[config.mk]
export PLATFORM = sky130hd
export DESIGN_NAME = p_cacheline_arbiter
export DESIGN_NICKNAME = d
export VERILOG_FILES = /design/src/rtl/p_cacheline_arbiter.sv
export SDC_FILE = /design/constraint.sdc
export NUM_CORES = 1
export LEC_CHECK = 0
export CAP_MARGIN = 20
export CORE_AREA = 10 10 528 530
export DETAILED_ROUTE_END_ITERATION = 6
export DIE_AREA = 0 0 538 540
export GPL_ROUTABILITY_DRIVEN = 1
export MAX_ROUTING_LAYER = met4
export SYNTH_ARGS = -nofsm -noshare
export SYNTH_HDL_FRONTEND = slang
export SYNTH_SLANG_ARGS = --single-unit
[constraint.sdc]
create_clock -name clk -period 9.67 [get_ports clk]
set_clock_uncertainty 0.1 [all_clocks]
set_input_delay 0.967 -clock clk [delete_from_list [all_inputs] [get_ports clk]]
set_output_delay 0.967 -clock clk [all_outputs]
set_load 0.02 [all_outputs]
[src/rtl/p_cacheline_arbiter.sv]
// p_cacheline_arbiter: shares one physical-memory port between an I-cache and
// a D-cache, one cacheline transaction at a time.
// Optional feature: define P_ARB_ROUND_ROBIN_EN for alternating priority under
// contention. In the default build the D-cache always wins contention.
module p_cacheline_arbiter #(
    parameter int LINE_W = 256,
    parameter int ADDR_W = 32
) (
    input  logic              clk,
    input  logic              rst,
    input  logic              i_read,
    input  logic [ADDR_W-1:0] i_address,
    output logic [LINE_W-1:0] i_rdata,
    output logic              i_resp,
    input  logic              d_read,
    input  logic              d_write,
    input  logic [ADDR_W-1:0] d_address,
    input  logic [LINE_W-1:0] d_wdata,
    output logic [LINE_W-1:0] d_rdata,
    output logic              d_resp,
    output logic              pmem_read,
    output logic              pmem_write,
    output logic [ADDR_W-1:0] pmem_address,
    output logic [LINE_W-1:0] pmem_wdata,
    input  logic [LINE_W-1:0] pmem_rdata,
    input  logic              pmem_resp
);

    typedef enum logic [1:0] {IDLE, SERVE_I, SERVE_D, DONE} state_t;

    state_t            state_q, state_d;
    logic [ADDR_W-1:0] addr_q, addr_d;
    logic [LINE_W-1:0] wdata_q, wdata_d;
    logic              wr_q, wr_d;
    logic              d_req, i_req, grant_d;

    assign d_req = d_read | d_write;
    assign i_req = i_read;

`ifdef P_ARB_ROUND_ROBIN_EN
    // prio_i_q=1 favours the I-cache; last_d_q remembers who the current
    // transaction belongs to so DONE can hand priority to the other side.
    logic prio_i_q, prio_i_d;
    logic last_d_q, last_d_d;

    assign grant_d = d_req & (~i_req | ~prio_i_q);
`else
    assign grant_d = d_req;
`endif

    // Next-state logic: grant from IDLE, wait for memory in SERVE, one DONE cycle.
    always_comb begin
        state_d = state_q;
        addr_d  = addr_q;
        wdata_d = wdata_q;
        wr_d    = wr_q;
`ifdef P_ARB_ROUND_ROBIN_EN
        prio_i_d = prio_i_q;
        last_d_d = last_d_q;
`endif
        case (state_q)
            IDLE: begin
                if (d_req | i_req) begin
`ifdef P_ARB_ROUND_ROBIN_EN
                    last_d_d = grant_d;
`endif
                    if (grant_d) begin
                        state_d = SERVE_D;
                        addr_d  = d_address;
                        wdata_d = d_wdata;
                        // A simultaneous read+write is treated as a writeback.
                        wr_d    = d_write;
                    end else begin
                        state_d = SERVE_I;
                        addr_d  = i_address;
                        wdata_d = '0;
                        wr_d    = 1'b0;
                    end
                end
            end
            SERVE_I, SERVE_D: begin
                if (pmem_resp) state_d = DONE;
            end
            DONE: begin
                state_d = IDLE;
`ifdef P_ARB_ROUND_ROBIN_EN
                prio_i_d = last_d_q;
`endif
            end
            default: state_d = IDLE;
        endcase
    end

    // State and captured-request registers; reset abandons any transaction.
    always_ff @(posedge clk or posedge rst) begin
        if (rst) begin
            state_q <= IDLE;
            addr_q  <= '0;
            wdata_q <= '0;
            wr_q    <= 1'b0;
`ifdef P_ARB_ROUND_ROBIN_EN
            prio_i_q <= 1'b0;
            last_d_q <= 1'b0;
`endif
        end else begin
            state_q <= state_d;
            addr_q  <= addr_d;
            wdata_q <= wdata_d;
            wr_q    <= wr_d;
`ifdef P_ARB_ROUND_ROBIN_EN
            prio_i_q <= prio_i_d;
            last_d_q <= last_d_d;
`endif
        end
    end

    // Memory request comes only from captured registers and state, so it stays
    // stable through SERVE regardless of what the requesters do.
    always_comb begin
        pmem_read    = (state_q == SERVE_I) | ((state_q == SERVE_D) & ~wr_q);
        pmem_write   = (state_q == SERVE_D) & wr_q;
        pmem_address = addr_q;
        pmem_wdata   = wdata_q;
    end

    // Completion pulses only in SERVE; responses in IDLE/DONE are ignored.
    always_comb begin
        i_resp  = (state_q == SERVE_I) & pmem_resp;
        d_resp  = (state_q == SERVE_D) & pmem_resp;
        i_rdata = i_resp ? pmem_rdata : '0;
        d_rdata = d_resp ? pmem_rdata : '0;
    end

endmodule

== Word level (Yosys, flattened, before mapping) ==
Index checks and enable logic that the tools add are counted.

* Bits of input ports: 582
* Register bits: 291
* Output and inout port bits: 804

* Reductions and logical operators: 4
* Equal/unequal tests: 5
* Bitwise operators: 8
* Mux-type cells: 9

{| class="wikitable"
|+ Operator list
! operator !! count
|-
| 256-bit 2-to-1 mux || 3
|-
| 32-bit 2-to-1 mux || 1
|-
| 2-bit 2-to-1 mux || 3
|-
| 2-bit one-hot mux with 3 select lines || 1
|-
| 1-bit AND || 4
|-
| 2-bit == test, second input constant || 2
|-
| 2-bit inequality test, second input constant || 2
|-
| 2-bit AND reduction || 2
|-
| 1-bit OR || 3
|-
| 2-bit by 1-bit == test with 1-bit output, second input constant || 1
|-
| 2-bit zero test || 1
|-
| 2-bit OR reduction || 1
|-
| 1-bit 2-to-1 mux || 1
|-
| 1-bit NOT || 1
|}

== Longest topological paths before layout ==
Gate-level depths: netlist of run 1.

* Depth after elaboration: 4
* Depth in mapped cells: 7
* Depth with buffers taken out: 5

== Worst setup path before layout of run 1 ==
OpenSTA, ideal clock, no wires.

* Path type: input-to-output
* Start point: input pmem_resp
* End point: output d_rdata[0]
* Required time: 8603 ps
* Cell stages on the path: 4
* Slack: 6719 ps
* Arrival time: 1884 ps
* Buffers on the path: 3
* Path through: buf_2 clkbuf_1 clkbuf_1 and3_1

* Cells in the longest elaborated chain, start to end: 2

{| class="wikitable"
|+ Ends and longest elaborated chain
! element !! RTL line !! RTL
|-
| start: declaration || 26 || <nowiki>input logic pmem_resp</nowiki>
|-
| 1-bit AND || 129 || <nowiki>d_resp = (state_q == SERVE_D) & pmem_resp;</nowiki>
|-
| 256-bit 2-to-1 mux || 131 || <nowiki>d_rdata = d_resp ? pmem_rdata : '0;</nowiki>
|-
| end: declaration || 19 || <nowiki>output logic [LINE_W-1:0] d_rdata,</nowiki>
|}

Every way passes these cells.

== Worst setup path after layout of run 1 ==
* Start point: register state_q[1]
* End point: output i_rdata[8]

* Cells in the longest elaborated chain, start to end: 3

{| class="wikitable"
|+ Ends and longest elaborated chain
! element !! RTL line !! RTL
|-
| start: declaration || 31 || <nowiki>state_t state_q, state_d;</nowiki>
|-
| start signal: assignment || 106 || <nowiki>state_q <= state_d;</nowiki>
|-
| 2-bit by 1-bit == test with 1-bit output || 128 || <nowiki>i_resp = (state_q == SERVE_I) & pmem_resp;</nowiki>
|-
| 1-bit AND || 128 ||
|-
| 256-bit 2-to-1 mux || 130 || <nowiki>i_rdata = i_resp ? pmem_rdata : '0;</nowiki>
|-
| end: declaration || 13 || <nowiki>output logic [LINE_W-1:0] i_rdata,</nowiki>
|}

Every way passes these cells.

==> flow_metrics.py, run 1 <==
metrics = {
    "power": {
        "power.share.combinational": 0.619,
        "seqPwrFrac": 0.210,
        "max-vdd-ir-drop_mv": 0.224,
        "intPower_mw": 5.10,
        "power.share.clock": 0.171,
        "p_sw_frac": 0.494,
        "power.switching_mw": 4.97,
        "p_per_area_mw_per_mm2": 299,
        "power.leakage_nw": 13.9,
        "power_mw": 10.1,
    },
    "job": {
        "maxCapViolCount": 0,
    },
    "timing": {
        "rsz0062_at_grt": "no",
        "period_needed_ns": 5.28,
        "max_slew.worst_pin.slew_ns": 1.41,
        "slew_headroom": 0.0593,
        "fmax_mhz": 189,
        "hold_viol": 0,
        "fin_setup_tns_ns": 0,
        "setup_viol": 0,
        "post-route-period-util": 0.546,
        "maxSlewViolCount": 0,
    },
    "hold_path": {
        "whs_path_depth": 2,
        "hp-class": "reg2reg",
        "hold_end": "pmem_address[21]",
        "min-delay-start": "pmem_address[21]",
    },
    "drt": {
        "wl_per_cell_um": 41.3,
        "route.antenna.remaining_nets": 0,
        "drc": 0,
        "drt_wl_total_mm": 259,
        "firstDrtPassIters": 5,
        "drt_first_iter_violations": 1312,
        "via_count": 19200,
        "drt-vias-per-instance": 3.06,
    },
    "worst_setup_path": {
        "slowest_stage": "clkdlybuf4s50_1",
        "critPathCaptureType": "output port",
        "cp_data_required_time_ns": 8.60,
        "cp_cell_sequence": "inv_1 -> ha_4 -> buf_4 -> buf_4 -> buf_16 -> and3_1 -> clkdlybuf4s50_1",
        "cp-start-kind": "register",
        "r2r_slack_ns": 6.25,
        "max_stage_delay_ns": 0.78,
        "cp.arrival_ns": 4.21,
        "r2r_start": "state_q[0]",
        "crit_top_cell": "buf_4",
        "reg2reg_depth": 6,
        "r2r_end": "pmem_address[3]",
        "cp_max_fo": 111,
        "crit_type": "reg2out",
    },
    "floorplan": {
        "die_area_mm2": 0.291,
        "die_w_um": 538,
        "core.rowCount": 190,
        "start_util": 0.0534,
        "ios": 1386,
        "die_y_um": 540,
        "core_mm2": 0.267,
    },
    "synth": {
        "yosysSeqAreaShare": 0.510,
        "synth-main-ff-cell": "dfrtp_1",
        "synth_area_leader_cell": "dfrtp_1",
        "synth_seq_cells": 291,
        "avgSynthCellArea_um2": 10.5,
        "ys_types": 20,
        "synth_area_mm2": 0.0143,
        "synthArstFlopShare": 1.00,
        "syn_inst": 1360,
        "syn_nets": 1946,
        "ys_warn_count": 0,
        "synth_top_area_frac": 0.510,
        "synth_edf_count": 0,
        "synthTopCellsByArea": "dfrtp_1, and3_1, a22o_1, clkbuf_1, mux2i_1",
    },
    "clock_tree": {
        "htree_num_levels": 2,
        "cts.sinks": 291,
        "holdBufCountCts": 0,
        "clk_pin_slew_worst_paths_ns": 0.07,
        "cts_buffer_depth": 3,
        "cts_setup_buffers": 0,
        "ctsResizeCount": 0,
        "insertion_delay_ns": 0.63,
        "cts_buffers": 41,
        "cts_tree": "done",
        "root_buffer": "clkbuf_16",
    },
    "global_routing": {
        "met3_usage": 0.0901,
        "grt_pass1_vias": 19000,
        "grt-busiest-layer": "met2",
        "antenna_found_initial": 287,
        "grt_pass1_wl_mm": 301,
        "use_met1": 0.211,
        "grt_max_degree": 291,
        "grt_usage": 0.173,
        "grtUsageMet2": 0.259,
        "grt-ovfl-total": 0,
    },
    "outcome": {
        "status": "finished clean",
    },
    "placement": {
        "globalplace.congestion": 0.953,
        "portBuffers": 1385,
        "dp_hpwl_mm": 232,
        "place_area_mm2": 0.0321,
    },
    "cells_and_area": {
        "multi_input_area_mm2": 0.00626,
        "final_common_cell": "clkdlybuf4s50_1",
        "fin_nets": 3211,
        "layout-drive-gt1-share": 0.0369,
        "regArea_mm2": 0.00728,
        "fillers": 30400,
        "final_area_mm2": 0.0337,
        "final_cell_mix": "clkdlybuf4s50_1, and3_1, dfrtp_1",
        "syn2layout_area_growth_pct": 136,
        "post-route-util": 0.126,
    },
}
[sequential cells by signal (all words and copies together), names as in the netlist]
register,flops
state_q,2
wr_q,1
pmem_wdata,256
pmem_address,32
[power groups by stage]
stage | Combinational, mW | Clock (mW) | Sequential [mW]
2_1_floorplan | 1.80 | 0 | 2.73
3_3_place_gp | 6.29 | 0 | 2.11
3_5_place_dp | 6.31 | 0 | 2.13
4_1_cts | 6.34 | 1.80 | 2.12
5_1_grt | 6.61 | 1.83 | 2.19
6_report | 6.24 | 1.72 | 2.12
[how the worst max path moves through the flow]
stage	from	to	cells past startpoint
2_1_floorplan	rst	pmem_address[0]	1
3_5_place_dp	pmem_resp	i_rdata[95]	4
3_3_place_gp	pmem_resp	i_rdata[95]	4
5_1_grt	state_q[1]	i_rdata[8]	7
6_report	state_q[1]	i_rdata[8]	7
4_1_cts	state_q[1]	i_rdata[8]	7
[critical path: cells and delay by family (launching register included)]
| kind | cells | cell delay, ns |
|---|---|---|
| buf+inv | 5 | 2.38 |
| fa+ha+maj | 1 | 0.24 |
| flops | 1 | 0.42 |
| simple gates | 1 | 0.25 |
[synthesized netlist by cell type, types with 2 or more instances]
cell      instances
and3_1          512
dfrtp_1         291
a22o_1          257
clkbuf_1        117
buf_2            63
mux2i_1          34
nand2_1          32
o21ai_0          32
ha_1              4
inv_1             4
and2_1            3
a21oi_1           2
nor2b_1           2
[final cells by class]
cell class	count	share of cell area
diodes	63	0.00467
clock buffers	53	0.0338
clock inverters	23	0.0101
inverters	4	0.000668
multi-input cells	884	0.186
flip-flops and latches	291	0.216
well taps	3552	0.132
repair buffers	1403	0.418
[kinds of logic after synthesis]
group	Yosys count	synth area share
flops	291	0.510
mux	35	0.0246
buf+inv	185	0.0544
fa+ha+maj	4	0.00350
simple gates	552	0.236
compound gates	293	0.171
[per-layer routing]
layer	wire length, um	part of all wire	up-vias
li1	-	-	7748
met1	108000	0.42	9423
met2	109000	0.42	1648
met3	35600	0.14	372
met4	6320	0.024	0
met5	0	0	-
[metrics by stage]
step	instances	worst slack (ns)	hold slack, ns
6_report	6273	4.39	0.375
5_1_grt	6237	4.21	0.401
4_1_cts	6210	4.27	0.383
3_5_place_dp	6134	4.65	0.369
3_3_place_gp	6132	4.69	0.362
2_1_floorplan	1360	0.569	0.378
(Power assumes the default switching activity.)
==> run 2: changes to the inputs <==
- CORE_AREA: 10 10 528 530 -> 10 10 526 528
- DIE_AREA: 0 0 538 540 -> 0 0 536 538
- clock period: 9.67 -> 5.5 ns (I/O delays scaled with it)
==> flow_metrics.py, run 2 (synthesized netlist as in run 1, its figures left out) <==
metrics = {
    "cells_and_area": {
        "post-route-util": 0.127,
        "fin_nets": 3222,
        "layout-drive-gt1-share": 0.0394,
        "final_common_cell": "clkdlybuf4s50_1",
        "syn2layout_area_growth_pct": 136,
        "largest_register_ffs": 256,
        "final_cell_mix": "clkdlybuf4s50_1, and3_1, dfrtp_1",
    },
    "drt": {
        "firstDrtPassIters": 5,
        "drt-vias-per-instance": 3.07,
        "via_count": 19300,
        "drt_first_iter_violations": 1689,
        "route.antenna.remaining_nets": 0,
        "drc": 0,
        "wl_per_cell_um": 41.0,
        "drt_wl_total_mm": 257,
    },
    "timing": {
        "rsz0062_at_grt": "no",
        "period_needed_ns": 4.20,
        "maxSlewViolCount": 0,
        "hold_ws_ns": 0.303,
        "fin_setup_tns_ns": 0,
        "fin_ws_ns": 1.30,
        "fmax_mhz": 238,
        "max_slew.worst_pin.slew_ns": 1.35,
        "setup_viol": 0,
        "hold_viol": 0,
        "post-route-period-util": 0.763,
        "slew_headroom": 0.0974,
    },
    "placement": {
        "portBuffers": 1385,
        "dp_hpwl_mm": 233,
        "globalplace.congestion": 0.953,
        "place_ws_ns": 1.95,
    },
    "worst_setup_path": {
        "max_stage_delay_ns": 0.89,
        "cp_cell_sequence": "inv_1 -> ha_4 -> buf_12 -> and3_1 -> clkdlybuf4s50_1",
        "slowest_stage": "clkdlybuf4s50_1",
        "crit_buf_inv": 3,
        "crit_type": "reg2out",
        "cp.arrival_ns": 3.55,
        "cp_data_required_time_ns": 4.85,
        "cp-start-kind": "register",
        "path_delay_family": "buffers and inverters",
        "cp_max_fo": 70,
        "critPathCaptureType": "output port",
    },
    "floorplan": {
        "core_mm2": 0.266,
        "die_w_um": 536,
        "ios": 1386,
        "start_util": 0.0536,
        "die_area_mm2": 0.288,
        "die_y_um": 538,
        "core.rowCount": 190,
    },
    "job": {
        "maxCapViolCount": 0,
    },
    "global_routing": {
        "grt_pass1_wl_mm": 301,
        "antenna_found_initial": 262,
        "grt_max_degree": 202,
        "grt_usage": 0.174,
        "grt-ovfl-total": 0,
        "grt_pass1_vias": 19100,
    },
    "clock_tree": {
        "htree_num_levels": 2,
        "root_buffer": "clkbuf_16",
        "ctsResizeCount": 0,
        "cts.sinks": 291,
        "cts_setup_buffers": 0,
        "cts_buffers": 42,
        "cts_buffer_depth": 3,
        "cts_tree": "done",
        "clk_pin_slew_worst_paths_ns": 0.05,
        "holdBufCountCts": 0,
        "insertion_delay_ns": 0.61,
    },
    "power": {
        "max-vdd-ir-drop_mv": 0.331,
        "power.leakage_nw": 13.9,
        "p_per_area_mw_per_mm2": 519,
        "power_mw": 17.5,
    },
    "hold_path": {
        "hp-class": "in2async",
    },
    "outcome": {
        "status": "finished clean",
    },
}
## run 2: stage by stage
step / cell area (um^2) / std cells
floorplan: 14300 / 1360
global placement: 32200 / 6144
detailed placement: 32200 / 6144
CTS: 33600 / 6216
global route: 33600 / 6241
finish: 33700 / 6278
## run 2: layout make-up
cell class | count | area, um^2
fillers | 30200 | 233000
inverters | 4 | 18.8
well taps | 3552 | 4440
repair buffers | 1413 | 14200
clock buffers | 53 | 1150
clock inverters | 19 | 196
multi-input cells | 884 | 6260
flip-flops and latches | 291 | 7280
diodes | 62 | 155
## run 2: worst register-to-register path: stages (launching register included)
cell     delay [ns]
dfrtp_1        0.42
inv_1          0.18
ha_1           0.41
nor2b_4        0.77
buf_12         0.58
a22o_1         0.77
## run 2: routing by layer
metal / up-vias / part of all wire / track usage / wire [um]
li1: 7761 / - / - / -
met1: 9601 / 0.43 / 0.218 / 111000
met2: 1602 / 0.42 / 0.255 / 108000
met3: 321 / 0.13 / 0.0872 / 34300
met4: 0 / 0.015 / 0.0221 / 3770
met5: - / 0 / - / 0
## run 2: path summary, 6_finish.rpt
path                                    end  slack [ns]        startpoint  cells after the start
min in group clk           pmem_address[10]        0.38  pmem_address[10]                      2
setup reg to reg            pmem_wdata[184]        2.23        state_q[0]                      5
setup / recovery               d_rdata[214]        1.30        state_q[0]                      5
hold reg to reg            pmem_address[10]        0.38  pmem_address[10]                      2
max in group asynchronous    pmem_wdata[22]        3.63               rst                      3
hold / removal               pmem_wdata[95]        0.30               rst                      2
## run 2: power breakdown
part / switching (mW) / internal [mW] / total [mW]
sequential: 0.614 / 3.13 / 3.74
clock: 1.21 / 1.58 / 2.79
combinational: 6.86 / 4.11 / 11.0
==> run 3: changes to the inputs <==
- CORE_AREA: 10 10 526 528 -> 10 10 528 530
- DIE_AREA: 0 0 536 538 -> 0 0 538 540
- clock period: 5.5 -> 3.75 ns (I/O delays scaled with it)
==> flow_metrics.py, run 3 (synthesized netlist as in run 1, its figures left out) <==
metrics = {
    "cells_and_area": {
        "syn2layout_area_growth_pct": 137,
        "regArea_mm2": 0.00728,
        "final_cell_mix": "clkdlybuf4s50_1, and3_1, dfrtp_1",
        "largest_register_ffs": 256,
        "layout-drive-gt1-share": 0.0900,
        "fin_nets": 3234,
        "final_common_cell": "clkdlybuf4s50_1",
        "multi_input_area_mm2": 0.00626,
        "fillers": 30500,
    },
    "clock_tree": {
        "cts_buffer_depth": 3,
        "holdBufCountCts": 0,
        "cts_setup_buffers": 0,
        "htree_num_levels": 2,
        "cts.sinks": 291,
        "cts_buffers": 40,
        "cts_tree": "done",
        "root_buffer": "clkbuf_16",
        "clk_pin_slew_worst_paths_ns": 0.07,
        "insertion_delay_ns": 0.59,
        "ctsResizeCount": 0,
    },
    "floorplan": {
        "die_area_mm2": 0.291,
        "die_w_um": 538,
        "core.rowCount": 190,
        "core_mm2": 0.267,
        "start_util": 0.0534,
        "die_y_um": 540,
        "ios": 1386,
    },
    "power": {
        "max-vdd-ir-drop_mv": 0.401,
        "power.leakage_nw": 14.3,
        "p_per_area_mw_per_mm2": 763,
        "power_mw": 25.8,
    },
    "placement": {
        "globalplace.congestion": 0.961,
        "dp_hpwl_mm": 225,
        "portBuffers": 1385,
        "place_ws_ns": 0.834,
    },
    "drt": {
        "wl_per_cell_um": 39.7,
        "drc": 0,
        "drt_first_iter_violations": 1202,
        "via_count": 18700,
        "drt_wl_total_mm": 249,
        "route.antenna.remaining_nets": 0,
        "firstDrtPassIters": 5,
        "drt-vias-per-instance": 2.98,
    },
    "timing": {
        "maxSlewViolCount": 0,
        "rsz0062_at_grt": "no",
        "max_slew.worst_pin.slew_ns": 0.901,
        "slew_headroom": 0.399,
        "fin_setup_tns_ns": 0,
        "fmax_mhz": 293,
        "setup_viol": 0,
        "post-route-period-util": 0.911,
        "period_needed_ns": 3.42,
        "fin_ws_ns": 0.334,
        "hold_viol": 0,
    },
    "global_routing": {
        "antenna_found_initial": 195,
        "grt_usage": 0.167,
        "grt-ovfl-total": 0,
        "grt_pass1_wl_mm": 292,
        "grt_max_degree": 146,
        "grt_pass1_vias": 19200,
    },
    "worst_setup_path": {
        "cp_cell_sequence": "inv_1 -> ha_4 -> buf_12 -> and3_1 -> clkdlybuf4s50_1",
        "cp-start-kind": "register",
        "crit_buf_inv": 3,
        "cp.arrival_ns": 2.94,
        "critPathCaptureType": "output port",
        "cp_max_fo": 84,
        "cp_data_required_time_ns": 3.27,
        "crit_type": "reg2out",
        "max_stage_delay_ns": 0.72,
        "path_delay_family": "buffers and inverters",
        "r2r_slack_ns": 1.39,
        "slowest_stage": "clkdlybuf4s50_1",
    },
    "job": {
        "maxCapViolCount": 0,
    },
    "outcome": {
        "status": "finished clean",
    },
    "hold_path": {
        "hp-class": "in2async",
    },
}
[run 3: final cells by class]
cell class | instances | area share
clock buffer | 54 | 0.0341
inverter | 4 | 0.000555
timing repair buffer | 1427 | 0.422
clock inverter | 19 | 0.00740
antenna | 55 | 0.00407
tap | 3552 | 0.131
sequential | 291 | 0.215
multi-input combinational | 884 | 0.185
[run 3: power breakdown]
group | leakage [nW] | internal [mW] | switching (mW) | total [mW]
registers | 3.66 | 4.58 | 0.918 | 5.50
clock network | 0.681 | 2.46 | 1.71 | 4.17
logic | 9.94 | 6.11 | 10.0 | 16.2
[run 3: per-stage QoR]
stage	util	hold slack (ns)	instance area (um^2)	std cells
floorplan	-	0.378	14300	1360
global placement	0.121	0.362	32300	6158
detailed placement	0.121	0.372	32300	6158
CTS	0.126	0.129	33700	6231
global route	0.126	0.168	33800	6259
finish	0.127	0.142	33800	6286
[run 3: worst paths after layout]
path | startpoint | cells after the start | endpoint
min in group clk | d_wdata[93] | 2 | pmem_wdata[93]
max in group asynchronous | rst | 3 | pmem_wdata[221]
min reg2reg | pmem_address[22] | 2 | pmem_address[22]
min | rst | 2 | pmem_wdata[104]
max reg2reg | state_q[0] | 5 | pmem_wdata[127]
max | state_q[0] | 5 | d_rdata[108]
[run 3: layer usage]
layer / up-vias / GRT usage / routed length [um]
met1: 9280 / 0.183 / 95500
met4: 0 / 0.0283 / 4020
li1: 7757 / - / -
met2: 1436 / 0.248 / 107000
met3: 265 / 0.120 / 42800
met5: - / - / 0
